[config.mk]
export PLATFORM = sky130hd
export DESIGN_NAME = vga_pixel_fifo
export DESIGN_NICKNAME = d
export VERILOG_FILES = /design/src/rtl/vga_pkg.sv /design/src/rtl/vga_pixel_fifo_mem.sv /design/src/rtl/vga_pixel_fifo.sv
export SDC_FILE = /design/constraint.sdc
export NUM_CORES = 1
export LEC_CHECK = 0
export ABC_CLOCK_PERIOD_IN_PS = 5210
export CORE_UTILIZATION = 66
export DETAILED_ROUTE_END_ITERATION = 16
export PLACE_DENSITY = 0.84
export RECOVER_POWER = 25
export SLEW_MARGIN = 20
export SYNTH_ARGS = -nofsm -noshare
export SYNTH_HDL_FRONTEND = slang
export SYNTH_SLANG_ARGS = --single-unit
[constraint.sdc]
create_clock -name clk_pixel -period 5.21 [get_ports clk_pixel]
set_input_delay 1.042 -clock clk_pixel [delete_from_list [all_inputs] [get_ports clk_pixel]]
set_output_delay 1.042 -clock clk_pixel [all_outputs]
set_load 0.005 [all_outputs]
[src/rtl/vga_pkg.sv]
// ============================================================================
// Module      : vga_pkg
// Description : Shared RGB word width, colour field slices and default colour.
// Revision    : 1.0 - initial release
// ============================================================================
`default_nettype none

package vga_pkg;

    localparam int C_RGB_BITS = 24;

    localparam int C_R_MSB = 23;
    localparam int C_R_LSB = 16;
    localparam int C_G_MSB = 15;
    localparam int C_G_LSB = 8;
    localparam int C_B_MSB = 7;
    localparam int C_B_LSB = 0;

    localparam logic [C_RGB_BITS-1:0] C_UNDERRUN_RGB_DEFAULT = 24'h000000;

endpackage : vga_pkg

`default_nettype wire

[src/rtl/vga_pixel_fifo_mem.sv]
// ============================================================================
// Module      : vga_pixel_fifo_mem
// Description : Distributed-RAM storage, synchronous write / asynchronous read.
// Revision    : 1.0 - initial release
// ============================================================================
`default_nettype none

module vga_pixel_fifo_mem #(
    parameter int ADDR_BITS = 5,
    parameter int DATA_BITS = 24
) (
    input  logic                 clk_i,
    input  logic                 we_i,
    input  logic [ADDR_BITS-1:0] waddr_i,
    input  logic [DATA_BITS-1:0] wdata_i,
    input  logic [ADDR_BITS-1:0] raddr_i,
    output logic [DATA_BITS-1:0] rdata_o
);

    localparam int C_DEPTH = 2 ** ADDR_BITS;

    logic [DATA_BITS-1:0] r_mem_q [C_DEPTH];

    // No reset on purpose: contents are don't-care until written.
    always_ff @(posedge clk_i) begin
        if (we_i) begin
            r_mem_q[waddr_i] <= wdata_i;
        end
    end

    assign rdata_o = r_mem_q[raddr_i];

endmodule : vga_pixel_fifo_mem

`default_nettype wire

[src/rtl/vga_pixel_fifo.sv]
// ============================================================================
// Module      : vga_pixel_fifo
// Description : First-word-fall-through pixel prefetch FIFO feeding VGA timing.
// Revision    : 1.0 - initial release
// ============================================================================
`default_nettype none

module vga_pixel_fifo
    import vga_pkg::*;
#(
    parameter int                    C_ADDR_BITS    = 5,
    parameter int                    C_ALMOST_EMPTY = 8,
    parameter logic [C_RGB_BITS-1:0] C_UNDERRUN_RGB = C_UNDERRUN_RGB_DEFAULT
) (
    input  logic                   clk_pixel,
    input  logic                   rst,
    input  logic                   clear,
    input  logic [C_RGB_BITS-1:0]  wr_data,
    input  logic                   wr_valid,
    output logic                   wr_ready,
    input  logic                   fetch_next,
    output logic [7:0]             r_o,
    output logic [7:0]             g_o,
    output logic [7:0]             b_o,
    output logic [C_ADDR_BITS:0]   level,
    output logic                   almost_empty,
    output logic                   underrun,
    input  logic                   underrun_clr
);

    localparam logic [C_ADDR_BITS:0] C_DEPTH_LVL = (C_ADDR_BITS+1)'(2 ** C_ADDR_BITS);
    localparam logic [C_ADDR_BITS:0] C_AE_LVL    = (C_ADDR_BITS+1)'(C_ALMOST_EMPTY);

    logic [C_ADDR_BITS-1:0] wr_ptr_q, wr_ptr_d;
    logic [C_ADDR_BITS-1:0] rd_ptr_q, rd_ptr_d;
    logic [C_ADDR_BITS:0]   level_q,  level_d;
    logic                   underrun_q, underrun_d;

    logic                   w_empty;
    logic                   w_push;
    logic                   w_pop;
    logic                   w_underrun_evt;
    logic [C_RGB_BITS-1:0]  w_head;
    logic [C_RGB_BITS-1:0]  w_rgb;

    assign w_empty        = (level_q == '0);
    assign wr_ready       = (level_q != C_DEPTH_LVL);
    assign w_push         = wr_valid && wr_ready;
    assign w_pop          = fetch_next && !w_empty;
    assign w_underrun_evt = fetch_next && w_empty;

    always_comb begin
        wr_ptr_d   = wr_ptr_q;
        rd_ptr_d   = rd_ptr_q;
        level_d    = level_q;
        underrun_d = underrun_q;

        if (clear) begin
            wr_ptr_d = '0;
            rd_ptr_d = '0;
            level_d  = '0;
        end else begin
            if (w_push) begin
                wr_ptr_d = wr_ptr_q + 1'b1;
            end
            if (w_pop) begin
                rd_ptr_d = rd_ptr_q + 1'b1;
            end
            if (w_push && !w_pop) begin
                level_d = level_q + 1'b1;
            end else if (w_pop && !w_push) begin
                level_d = level_q - 1'b1;
            end
        end

        // A new underrun event outranks a clear request in the same cycle.
        if (w_underrun_evt) begin
            underrun_d = 1'b1;
        end else if (underrun_clr) begin
            underrun_d = 1'b0;
        end
    end

    always_ff @(posedge clk_pixel or posedge rst) begin
        if (rst) begin
            wr_ptr_q   <= '0;
            rd_ptr_q   <= '0;
            level_q    <= '0;
            underrun_q <= 1'b0;
        end else begin
            wr_ptr_q   <= wr_ptr_d;
            rd_ptr_q   <= rd_ptr_d;
            level_q    <= level_d;
            underrun_q <= underrun_d;
        end
    end

    vga_pixel_fifo_mem #(
        .ADDR_BITS (C_ADDR_BITS),
        .DATA_BITS (C_RGB_BITS)
    ) u_mem (
        .clk_i   (clk_pixel),
        .we_i    (w_push && !clear),
        .waddr_i (wr_ptr_q),
        .wdata_i (wr_data),
        .raddr_i (rd_ptr_q),
        .rdata_o (w_head)
    );

    assign w_rgb = w_empty ? C_UNDERRUN_RGB : w_head;

    assign r_o          = w_rgb[C_R_MSB:C_R_LSB];
    assign g_o          = w_rgb[C_G_MSB:C_G_LSB];
    assign b_o          = w_rgb[C_B_MSB:C_B_LSB];
    assign level        = level_q;
    assign almost_empty = (level_q <= C_AE_LVL);
    assign underrun     = underrun_q;

endmodule : vga_pixel_fifo

`default_nettype wire

After elaboration in Yosys (flattened, before gate mapping)
Memories as Yosys holds them, arrays and structs flattened.
Cells that the tools add are included.
{"block": "word_totals", "regBits": 17, "latchBits": 0, "ram_bits": 768, "romBits": 0, "in_bits": 30, "output_inout_bits": 33, "word_cells": 38, "mem_count": 1}
{"block": "classes", "addsub": 4, "n_mul": 0, "div": 0, "order_cmp": 1, "n_eq_ne": 1, "shifts": 0, "mux": 12, "bitwise": 0, "reduce_logical": 15}
{"name": "u_mem.r_mem_q", "words": 32, "word_bits": 24, "read_ports": 1, "rd_ports_with_merged_regs": 0, "wr": 1, "line_no": "vga_pixel_fifo_mem.sv:22", "text": "logic [DATA_BITS-1:0] r_mem_q [C_DEPTH];"}
{"operator": "24-bit 2-to-1 mux", "n": 1}
{"operator": "5-bit 2-to-1 mux", "n": 4}
{"operator": "6-bit 2-to-1 mux", "n": 3}
{"operator": "5-bit by 1-bit adder with 5-bit output (second input constant)", "n": 2}
{"operator": "6-bit by 1-bit adder with 6-bit output (second input constant)", "n": 1}
{"operator": "6-bit by 4-bit less-or-equal comparator with 1-bit output (second input constant)", "n": 1}
{"operator": "1-bit logical AND", "n": 6}
{"operator": "6-bit zero test", "n": 1}
{"operator": "6-bit inequality test (second input constant)", "n": 1}
{"operator": "2-bit nonzero test", "n": 3}
{"operator": "6-bit by 1-bit subtractor with 6-bit output (second input constant)", "n": 1}
{"operator": "1-bit zero test", "n": 4}
{"operator": "1-bit 2-to-1 mux", "n": 4}
{"operator": "3-bit nonzero test", "n": 1}

Logic depth before layout (Yosys ltp)
Gate-level depths: netlist (run 1).
{"block": "logic_depth", "word_depth": 7, "mapped_depth": 11, "mapped_depth_nobuf": 10}

Hierarchy
From an unflattened synthesis (run 1), not the netlist that was laid out.
{"block": "hier_totals", "hier_cells": 1816, "hier_area_um2": 31194.9}
{"mod": "vga_pixel_fifo_mem", "instances": 1, "cells_per_inst": 1687, "area_each_um2": 30002.5, "seq_area_each_um2": 23062.1}
{"mod": "vga_pixel_fifo", "instances": 1, "cells_per_inst": 129, "area_each_um2": 1192.4, "seq_area_each_um2": 425.4}

Least setup slack after synthesis (run 1)
Ideal clock, no wire load.
{"block": "synth_timing", "path_type": "input to register", "from": "in clear", "to": "mem u_mem.r_mem_q[31][0], enable pin", "setup_ns": 0.405, "t_arrival_ns": 2.759, "required_ns": 4.805, "slack_ns": 2.046, "stages": 4, "n_path_buf": 1, "cell_sequence": "buf_1 -> and3b_4 -> nand2_4 -> nor2_1"}
{"block": "synth_between", "elab_chain_len": 4}
{"item": "start, declared", "line_no": "vga_pixel_fifo.sv:17", "text": "input logic clear,"}
{"item": "1-bit zero test", "line_no": "vga_pixel_fifo.sv:103", "text": ".we_i (w_push && !clear),"}
{"item": "1-bit logical AND", "line_no": "vga_pixel_fifo.sv:103"}
{"item": "1-bit 2-to-1 mux", "line_no": "vga_pixel_fifo_mem.sv:26", "text": "if (we_i) begin"}
{"item": "1-bit 2-to-1 mux (not written as such)", "line_no": "vga_pixel_fifo_mem.sv:27", "text": "r_mem_q[waddr_i] <= wdata_i;"}
{"item": "end, declared", "line_no": "vga_pixel_fifo_mem.sv:22"}
No other way between the ends.

Final worst setup path (run 1)
{"block": "layout_timing", "from": "reg rd_ptr_q[0]", "to": "out b_o[3]"}
{"block": "layout_between", "elab_chain_len": 2}
{"item": "start, declared", "line_no": "vga_pixel_fifo.sv:35", "text": "logic [C_ADDR_BITS-1:0] rd_ptr_q, rd_ptr_d;"}
{"item": "start signal, assigned", "line_no": "vga_pixel_fifo.sv:92", "text": "rd_ptr_q <= rd_ptr_d;"}
{"item": "memory 32 x 24 bit"}
{"item": "24-bit 2-to-1 mux", "line_no": "vga_pixel_fifo.sv:110", "text": "assign w_rgb = w_empty ? C_UNDERRUN_RGB : w_head;"}
{"item": "end, declared", "line_no": "vga_pixel_fifo.sv:24", "text": "output logic [7:0] b_o,"}
No other way between the ends.

==> impl_metrics.prom, run 1 <==
# TYPE chip_impl_metric gauge
chip_impl_metric{name="yosys_warnings",unit=""} 0
chip_impl_metric{name="postCtsResizedCells",unit=""} 0
chip_impl_metric{name="floorplan.core_area",unit="mm2"} 0.04528
chip_impl_metric{name="clkLatencyLatePin",unit="ns"} 0.62
chip_impl_metric{name="clk_pin_slew",unit="ns"} 0.06
chip_impl_info{name="clock_tree_root",value="sky130_fd_sc_hd__clkbuf_16"} 1
chip_impl_metric{name="route.detailed.wl_per_inst",unit="um"} 35.56
chip_impl_metric{name="post_synth.cell_area_avg",unit="um2"} 21.40
chip_impl_metric{name="finalCriticalPeriod",unit="ns"} 5.056
chip_impl_metric{name="critPathMaxFanout",unit=""} 25
chip_impl_metric{name="timing.final.hold_violations",unit=""} 0
chip_impl_metric{name="complex_gate_fraction_of_the_synthesized_area",unit="%"} 4.212
chip_impl_metric{name="fillers",unit=""} 2198
chip_impl_metric{name="worst_slew_pin_slew",unit="ns"} 1.561
chip_impl_metric{name="ctsHoldBuffers",unit=""} 0
chip_impl_metric{name="ys_seq_area_share",unit="%"} 77.51
chip_impl_metric{name="post_synth_num_cell_types",unit=""} 51
chip_impl_metric{name="synth_enable_flop_cells",unit=""} 768
chip_impl_metric{name="portBuffers",unit=""} 62
chip_impl_info{name="violations",value="max-capacitance violations, max-slew violations"} 1
chip_impl_metric{name="setup-tns-final",unit="ns"} 0
chip_impl_metric{name="postPlaceCellArea",unit="mm2"} 0.03205
chip_impl_metric{name="yosys.area_share.adder",unit="%"} 0.4377
chip_impl_metric{name="cell_count_after_synthesis",unit=""} 1416
chip_impl_metric{name="async_reset_ff_share",unit="%"} 2.166
chip_impl_metric{name="dieHeight",unit="um"} 216.3
chip_impl_metric{name="grt_pass1_vias",unit=""} 16440
chip_impl_metric{name="post_cts_buffers",unit=""} 0
chip_impl_metric{name="fp.dieArea",unit="mm2"} 0.04677
chip_impl_metric{name="worst-endpoint-arrival",unit="ns"} 4.01
chip_impl_metric{name="finish.net_count",unit=""} 1579
chip_impl_metric{name="start_util",unit="%"} 66.92
chip_impl_info{name="tritoncts_clock_tree",value="built"} 1
chip_impl_metric{name="report.final.setup_viol",unit=""} 0
chip_impl_metric{name="drt.antenna.violating_nets",unit=""} 0
chip_impl_metric{name="post_synth_and_or_nand_nor_area_fraction",unit="%"} 1.957
chip_impl_metric{name="area_overhead_vs_synth",unit="%"} 13.53
chip_impl_metric{name="numCtsBuffers",unit=""} 76
chip_impl_metric{name="syn_nets",unit=""} 1456
chip_impl_metric{name="cellPowerDensity",unit="mW/mm2"} 457.0
chip_impl_metric{name="grt_overflow_total",unit=""} 0
chip_impl_info{name="setup.worst_path.class",value="reg2out"} 1
chip_impl_metric{name="fin_worst_skew",unit="ns"} 0.02923
chip_impl_metric{name="placement_rows",unit=""} 78
chip_impl_metric{name="min_period_over_period",unit="%"} 97.04
chip_impl_info{name="run_status",value="finished, violations left"} 1
chip_impl_metric{name="fmax",unit="MHz"} 197.8
chip_impl_metric{name="drt_wl_total",unit="mm"} 78.20
chip_impl_metric{name="cp_data_required_time",unit="ns"} 4.17
chip_impl_metric{name="max_cap_violations",unit=""} 7
chip_impl_metric{name="clock_sinks",unit=""} 785
chip_impl_metric{name="final_design_area_no_fill",unit="mm2"} 0.03440
chip_impl_metric{name="routabilityCongestion",unit=""} 0.8192
chip_impl_metric{name="leakage",unit="uW"} 0.01062
chip_impl_info{name="synth_top_family_by_area",value="multiplexers"} 1
chip_impl_metric{name="max-slew-margin-rel",unit="%"} -4.092
chip_impl_metric{name="synth.area.mux_share",unit="%"} 14.05
chip_impl_metric{name="vias_per_std_cell",unit=""} 7.371
chip_impl_info{name="critPathLaunchType",value="flop"} 1
chip_impl_metric{name="drv_slew",unit=""} 198
chip_impl_metric{name="grt_util_all_layers",unit="%"} 34.11
chip_impl_metric{name="hpwlAfterDp",unit="mm"} 42.32
chip_impl_metric{name="grt_first_pass_wirelength",unit="mm"} 111.1
chip_impl_info{name="hold_path.class",value="reg2reg"} 1
chip_impl_info{name="cp-end-kind",value="output port"} 1
chip_impl_metric{name="xor_xnor_share_of_the_synthesized_area",unit="%"} 0.3799
chip_impl_metric{name="synthesis.area",unit="mm2"} 0.03030
chip_impl_metric{name="detail_route.iter0.violations",unit=""} 2494
chip_impl_metric{name="grt_start_max_net_pins",unit=""} 81
chip_impl_metric{name="vias",unit=""} 16210
chip_impl_metric{name="cts_max_path_buffers",unit=""} 3
chip_impl_metric{name="peakVddDrop",unit="uV"} 381.6
chip_impl_info{name="ys.flop_type",value="sky130_fd_sc_hd__edfxtp_1"} 1
chip_impl_info{name="rsz0062_at_grt",value="no"} 1
chip_impl_metric{name="initial_antenna_violation_count",unit=""} 7
chip_impl_metric{name="die-width",unit="um"} 216.3
chip_impl_metric{name="count_of_h_tree_levels_built_during_cts",unit=""} 3
chip_impl_metric{name="detail_route.drc_violations",unit=""} 0
chip_impl_metric{name="post_synthesis_register_bit_count",unit=""} 785
chip_impl_metric{name="ioPinCount",unit=""} 63
chip_impl_metric{name="drive_gt1_share",unit="%"} 23.43
chip_impl_metric{name="drt_first_pass_iters",unit=""} 5
[per-stage QoR]
step           total power (uW)  worst slack, ns  utilization (%)  instances  hold WS (ns)
2_1_floorplan              9264            2.046                -       1416        0.5173
3_3_place_gp              10310           0.9901            70.79       2060        0.5697
3_5_place_dp              10410           0.9334            70.79       2060        0.5565
4_1_cts                   15720           0.1593            76.04       2195        0.5698
5_1_grt                   16110          0.03119            75.96       2197        0.5842
6_report                  15720           0.1542            75.97       2199        0.5549
[layer usage]
layer  vias up  GRT usage (%)  routed length [um]
met5         -              0                  35
met4         6          15.66                3970
met3       297          9.768                9993
met2      1454          54.12               37720
met1      8234          44.38               26480
li1       6218              -                   -
[critical path: stages, from the launching register on]
cell and delay, ns:
sky130_fd_sc_hd__dfrtp_4 0.74, sky130_fd_sc_hd__buf_4 0.51, sky130_fd_sc_hd__mux4_2 0.56, sky130_fd_sc_hd__a22o_1 0.23, sky130_fd_sc_hd__a2111oi_0 0.52, sky130_fd_sc_hd__nor3_1 0.29, sky130_fd_sc_hd__clkdlybuf4s50_1 0.53
[cell usage in the layout (no fill, tap or decap), drive strengths merged, types with 4 or more instances in the layout]
cell type,n
a2111oi,24
a211oi,25
a21oi,6
a22o,47
buf,65
bufinv,4
clkbuf,114
clkdlybuf4s50,48
clkinv,21
dfrtp,17
dlygate4sd3,5
edfxtp,768
ha,9
inv,10
mux2i,98
mux4,145
nand2,11
nand3,5
nand3b,4
nor2,54
nor3,25
o21ai,4
o221ai,23
o22ai,24
or3,4
xnor2,5
xor2,6
[worst paths after layout]
kind	depth (start not counted)	to	slack [ns]	from
max	6	b_o[3]	0.15	rd_ptr_q[0]
max reg2reg	9	level[5]	1.91	level[1]
min reg2reg	2	underrun	0.55	underrun
min	2	underrun	0.55	underrun
max in group asynchronous	2	rd_ptr_q[2]	3.64	rst
min in group asynchronous	2	wr_ptr_q[1]	1.00	rst
[power by group]
part           internal (uW)  switching [uW]
Clock                   3020            2330
Combinational           1570            1680
Sequential              7010             113
[state kept, by name, summed over array words and instances, names as in the netlist]
register / count
underrun: 1
u_mem.r_mem_q: 768
level: 6
wr_ptr_q: 5
rd_ptr_q: 5
[synthesized netlist by cell type, types with 2 or more instances]
master                      count  area (um2)
sky130_fd_sc_hd__buf_1          8       30.03
sky130_fd_sc_hd__xor2_1         6       52.55
sky130_fd_sc_hd__edfxtp_1     768       23060
sky130_fd_sc_hd__o22ai_1       24       150.1
sky130_fd_sc_hd__and2_1         2       12.51
sky130_fd_sc_hd__o221ai_1      23       201.4
sky130_fd_sc_hd__a22o_1        47       411.6
sky130_fd_sc_hd__nand4_1        3       18.77
sky130_fd_sc_hd__o21ai_0        3       15.01
sky130_fd_sc_hd__nor2_1        53       198.9
sky130_fd_sc_hd__clkbuf_1      41       153.9
sky130_fd_sc_hd__mux4_2       145        3266
sky130_fd_sc_hd__ha_1           9       112.6
sky130_fd_sc_hd__buf_2         18       90.09
sky130_fd_sc_hd__or3_1          2       12.51
sky130_fd_sc_hd__nand2_1        6       22.52
sky130_fd_sc_hd__buf_6          6       67.56
sky130_fd_sc_hd__dfrtp_1       17       425.4
sky130_fd_sc_hd__nor3_1        24       120.1
sky130_fd_sc_hd__nand2_4        4       45.04
sky130_fd_sc_hd__a2111oi_0     24       210.2
sky130_fd_sc_hd__mux2i_1       98       980.9
sky130_fd_sc_hd__nand3b_1       4       30.03
sky130_fd_sc_hd__buf_4          9       67.56
sky130_fd_sc_hd__nand3_1        5       25.02
sky130_fd_sc_hd__or2_2          2       12.51
sky130_fd_sc_hd__a21oi_1        6       30.03
sky130_fd_sc_hd__inv_1          7       26.28
sky130_fd_sc_hd__nor2b_1        3       18.77
sky130_fd_sc_hd__a211oi_1      24       180.2
sky130_fd_sc_hd__or3_2          2       15.01
sky130_fd_sc_hd__xnor2_1        4       35.03
[cells by family after synthesis]
group / Yosys count
fa+ha+maj: 10
compound gates: 159
simple gates: 117
flops: 785
mux: 244
buf+inv: 90
xor+xnor: 11
[final cells by class]
class	count	area [um2]	area share, %
Inverter	8	30.03	0.08729
Clock inverter	30	284.0	0.8256
Tap cell	600	750.7	2.182
Clock buffer	105	2095	6.088
Timing Repair Buffer	127	1215	3.532
Sequential cell	785	23500	68.30
Antenna cell	3	7.507	0.02182
Multi-Input combinational cell	541	6523	18.96
(Power assumes the default switching activity.)
==> inputs of run 2 (changes only) <==
ABC_AREA = 1   (was default)
CORE_UTILIZATION = 35   (was 66)
PLACE_DENSITY = default   (was 0.84)
==> impl_metrics.prom, run 2 <==
# TYPE chip_impl_metric gauge
chip_impl_info{name="tritoncts_clock_tree",value="built"} 1
chip_impl_info{name="regMostFlops",value="u_mem.r_mem_q"} 1
chip_impl_metric{name="synth_enable_flop_cells",unit=""} 768
chip_impl_metric{name="report.final.setup_viol",unit=""} 0
chip_impl_metric{name="post_synth.cell_area_avg",unit="um2"} 11.81
chip_impl_metric{name="initial_antenna_violation_count",unit=""} 3
chip_impl_info{name="clock_tree_root",value="sky130_fd_sc_hd__clkbuf_16"} 1
chip_impl_metric{name="drt.antenna.violating_nets",unit=""} 0
chip_impl_metric{name="post_synthesis_register_bit_count",unit=""} 785
chip_impl_metric{name="start_util",unit="%"} 35.39
chip_impl_metric{name="hpwlAfterDp",unit="mm"} 44.56
chip_impl_metric{name="ctsHoldBuffers",unit=""} 0
chip_impl_metric{name="grt_first_pass_wirelength",unit="mm"} 125.3
chip_impl_metric{name="complex_gate_fraction_of_the_synthesized_area",unit="%"} 6.019
chip_impl_metric{name="setup-tns-final",unit="ns"} 0
chip_impl_metric{name="min_period_over_period",unit="%"} 94.55
chip_impl_info{name="layout_common_cells",value="sky130_fd_sc_hd__edfxtp_1 (768), sky130_fd_sc_hd__nand2_1 (514), sky130_fd_sc_hd__nor2_1 (491), sky130_fd_sc_hd__nand3_1 (282), sky130_fd_sc_hd__o21ai_0 (260)"} 1
chip_impl_metric{name="syn_nets",unit=""} 2741
chip_impl_metric{name="clkLatencyLatePin",unit="ns"} 0.62
chip_impl_info{name="critPathLaunchType",value="flop"} 1
chip_impl_metric{name="postPlaceCellArea",unit="mm2"} 0.03401
chip_impl_metric{name="floorplan.core_area",unit="mm2"} 0.09015
chip_impl_metric{name="finalCriticalPeriod",unit="ns"} 4.926
chip_impl_metric{name="post_cts_buffers",unit=""} 0
chip_impl_metric{name="peakVddDrop",unit="uV"} 444.9
chip_impl_metric{name="fin_worst_skew",unit="ns"} 0.01797
chip_impl_metric{name="yosys.area_share.adder",unit="%"} 0.4157
chip_impl_metric{name="cts_max_path_buffers",unit=""} 3
chip_impl_metric{name="drt_wl_total",unit="mm"} 83.72
chip_impl_metric{name="grt_overflow_total",unit=""} 0
chip_impl_metric{name="cp_data_required_time",unit="ns"} 4.17
chip_impl_info{name="hold_path.class",value="reg2reg"} 1
chip_impl_metric{name="die-width",unit="um"} 303.9
chip_impl_metric{name="largest_register_ff_count",unit=""} 768
chip_impl_metric{name="drv_slew",unit=""} 264
chip_impl_metric{name="xor_xnor_share_of_the_synthesized_area",unit="%"} 0.1098
chip_impl_metric{name="vias",unit=""} 20570
chip_impl_metric{name="leakage",unit="uW"} 0.01247
chip_impl_metric{name="vias_per_std_cell",unit=""} 5.166
chip_impl_metric{name="clock_sinks",unit=""} 785
chip_impl_info{name="cp_slowest_cell",value="sky130_fd_sc_hd__dfrtp_4"} 1
chip_impl_info{name="synth_top_family_by_area",value="simple AND/OR/NAND/NOR gates"} 1
chip_impl_metric{name="route.detailed.wl_per_inst",unit="um"} 21.03
chip_impl_metric{name="grt_start_max_net_pins",unit=""} 183
chip_impl_info{name="synth.cells.most_frequent",value="sky130_fd_sc_hd__edfxtp_1 (768), sky130_fd_sc_hd__nor2_1 (524), sky130_fd_sc_hd__nand2_1 (514)"} 1
chip_impl_metric{name="grt_pass1_vias",unit=""} 19640
chip_impl_metric{name="routabilityCongestion",unit=""} 0.7994
chip_impl_metric{name="dieHeight",unit="um"} 303.9
chip_impl_info{name="rsz0062_at_grt",value="no"} 1
chip_impl_metric{name="fp.dieArea",unit="mm2"} 0.09238
chip_impl_metric{name="yosys_warnings",unit=""} 0
chip_impl_info{name="run_status",value="finished, violations left"} 1
chip_impl_metric{name="max_cap_violations",unit=""} 9
chip_impl_metric{name="count_of_h_tree_levels_built_during_cts",unit=""} 3
chip_impl_info{name="ys.flop_type",value="sky130_fd_sc_hd__edfxtp_1"} 1
chip_impl_metric{name="portBuffers",unit=""} 62
chip_impl_metric{name="synth.area.mux_share",unit="%"} 0
chip_impl_metric{name="worst_slew_pin_slew",unit="ns"} 1.603
chip_impl_info{name="gate_family_responsible_for_the_most_delay_along_the_worst_path",value="buffers and inverters"} 1
chip_impl_metric{name="numCtsBuffers",unit=""} 78
chip_impl_info{name="synthDominantAreaCellType",value="sky130_fd_sc_hd__edfxtp_1"} 1
chip_impl_metric{name="detail_route.iter0.violations",unit=""} 2239
chip_impl_metric{name="post_synth_and_or_nand_nor_area_fraction",unit="%"} 16.85
chip_impl_metric{name="placement_rows",unit=""} 110
chip_impl_info{name="synthMostInstantiatedCell",value="sky130_fd_sc_hd__edfxtp_1"} 1
chip_impl_metric{name="cell_count_after_synthesis",unit=""} 2701
chip_impl_metric{name="critical_path.n_buffers_inverters",unit=""} 3
chip_impl_metric{name="clk_pin_slew",unit="ns"} 0.06
chip_impl_metric{name="area_share_of_the_largest_cell_type_after_synthesis",unit="%"} 72.28
chip_impl_metric{name="cellPowerDensity",unit="mW/mm2"} 431.0
chip_impl_metric{name="post_synth_num_cell_types",unit=""} 29
chip_impl_info{name="cp_common_cell",value="sky130_fd_sc_hd__nand2_1"} 1
chip_impl_metric{name="grt_util_all_layers",unit="%"} 17.87
chip_impl_info{name="cp-end-kind",value="output port"} 1
chip_impl_info{name="critical_path.cell_chain",value="inv_8 -> buf_4 -> nand3_1 -> nand3_1 -> nand2_1 -> a21oi_1 -> nand2_1 -> nand2_1 -> nor2_1 -> clkdlybuf4s50_1"} 1
chip_impl_info{name="layout_commonest_cell",value="sky130_fd_sc_hd__edfxtp_1"} 1
chip_impl_metric{name="fmax",unit="MHz"} 203.0
chip_impl_metric{name="timing.final.hold_violations",unit=""} 0
chip_impl_metric{name="drive_gt1_share",unit="%"} 7.207
chip_impl_metric{name="postCtsResizedCells",unit=""} 0
chip_impl_metric{name="critPathMaxFanout",unit=""} 96
chip_impl_info{name="violations",value="max-capacitance violations, max-slew violations"} 1
chip_impl_metric{name="final_design_area_no_fill",unit="mm2"} 0.03633
chip_impl_metric{name="detail_route.drc_violations",unit=""} 0
chip_impl_metric{name="finish.net_count",unit=""} 2786
chip_impl_metric{name="drt_first_pass_iters",unit=""} 6
chip_impl_metric{name="ioPinCount",unit=""} 63
chip_impl_metric{name="async_reset_ff_share",unit="%"} 2.166
chip_impl_info{name="synth_top_area_cells",value="sky130_fd_sc_hd__edfxtp_1 (72%), sky130_fd_sc_hd__nor2_1 (6.2%), sky130_fd_sc_hd__nand2_1 (6.0%)"} 1
chip_impl_metric{name="max-slew-margin-rel",unit="%"} -6.864
chip_impl_metric{name="max_stage_delay",unit="ns"} 0.89
chip_impl_info{name="setup.worst_path.class",value="reg2out"} 1
chip_impl_metric{name="synthesis.area",unit="mm2"} 0.03191
chip_impl_metric{name="area_overhead_vs_synth",unit="%"} 13.86
chip_impl_metric{name="ys_seq_area_share",unit="%"} 73.61
chip_impl_metric{name="worst-endpoint-arrival",unit="ns"} 3.88
-- run 2: cell count changes after synthesis, sizes merged, moves of 47 or more --
cell,delta
a21oi,+47
nand2,+505
mux4,-145
mux2i,-98
nor2,+471
nand3,+278
a22o,-47
buf,+60
o21ai,+324
-- run 2: final cells by class --
| cell class | count | area [um2] |
|---|---|---|
| inverters | 27 | 121.4 |
| fillers | 8448 | 53820 |
| diodes | 2 | 5.005 |
| clock inverters | 28 | 245.2 |
| flip-flops and latches | 785 | 23500 |
| well taps | 1176 | 1471 |
| multi-input cells | 1728 | 7714 |
| repair buffers | 126 | 1146 |
| clock buffers | 109 | 2132 |
-- run 2: through the flow --
step | setup WS [ns] | hold WS, ns | utilization [%] | total power [uW] | instances
finish | 0.2840 | 0.5699 | 40.30 | 15660 | 3981
global route | 0.08614 | 0.5832 | 40.30 | 16330 | 3979
CTS | 0.2768 | 0.5632 | 40.37 | 15770 | 3979
detailed placement | 0.9696 | 0.5506 | 37.73 | 10410 | 3842
global placement | 0.9405 | 0.5246 | 37.73 | 10390 | 3842
floorplan | 2.102 | 0.5256 | - | 9222 | 2701
-- run 2: per-layer routing --
metal | wire (um) | GRT usage (%) | vias to the layer above
met3 | 6959 | 3.496 | 119
met4 | 1803 | 4.852 | 4
met5 | 25 | 0 | -
met2 | 38140 | 27.43 | 770
met1 | 36800 | 25.81 | 10100
li1 | - | - | 9571
-- run 2: worst paths after layout --
path                                        end  slack (ns)  cells after the start        start
setup reg to reg           u_mem.r_mem_q[18][0]        1.93                      9     level[4]
hold / removal                         underrun        0.57                      2     underrun
setup / recovery                         g_o[0]        0.28                     10  rd_ptr_q[1]
min in group asynchronous              underrun        0.88                      2          rst
max in group asynchronous           rd_ptr_q[1]        3.73                      2          rst
hold reg to reg                        underrun        0.57                      2     underrun
-- run 2: kinds of logic after synthesis --
family                   Yosys count
XOR/XNOR                           4
AND/OR/NAND/NOR                 1331
buffers and inverters            188
flip-flops                       785
AO/OA/AOI/OAI                    383
adder cells (fa/ha/maj)           10
-- run 2: tightest hold or removal path: stages (launching register included) --
cell and delay [ns]:
sky130_fd_sc_hd__dfrtp_1 0.40, sky130_fd_sc_hd__inv_1 0.06, sky130_fd_sc_hd__o22ai_1 0.07
-- run 2: power by group --
| group | internal (uW) | switching [uW] | total, uW |
|---|---|---|---|
| sequential | 7000 | 107 | 7110 |
| combinational | 1030 | 2140 | 3170 |
| clock | 3050 | 2320 | 5380 |
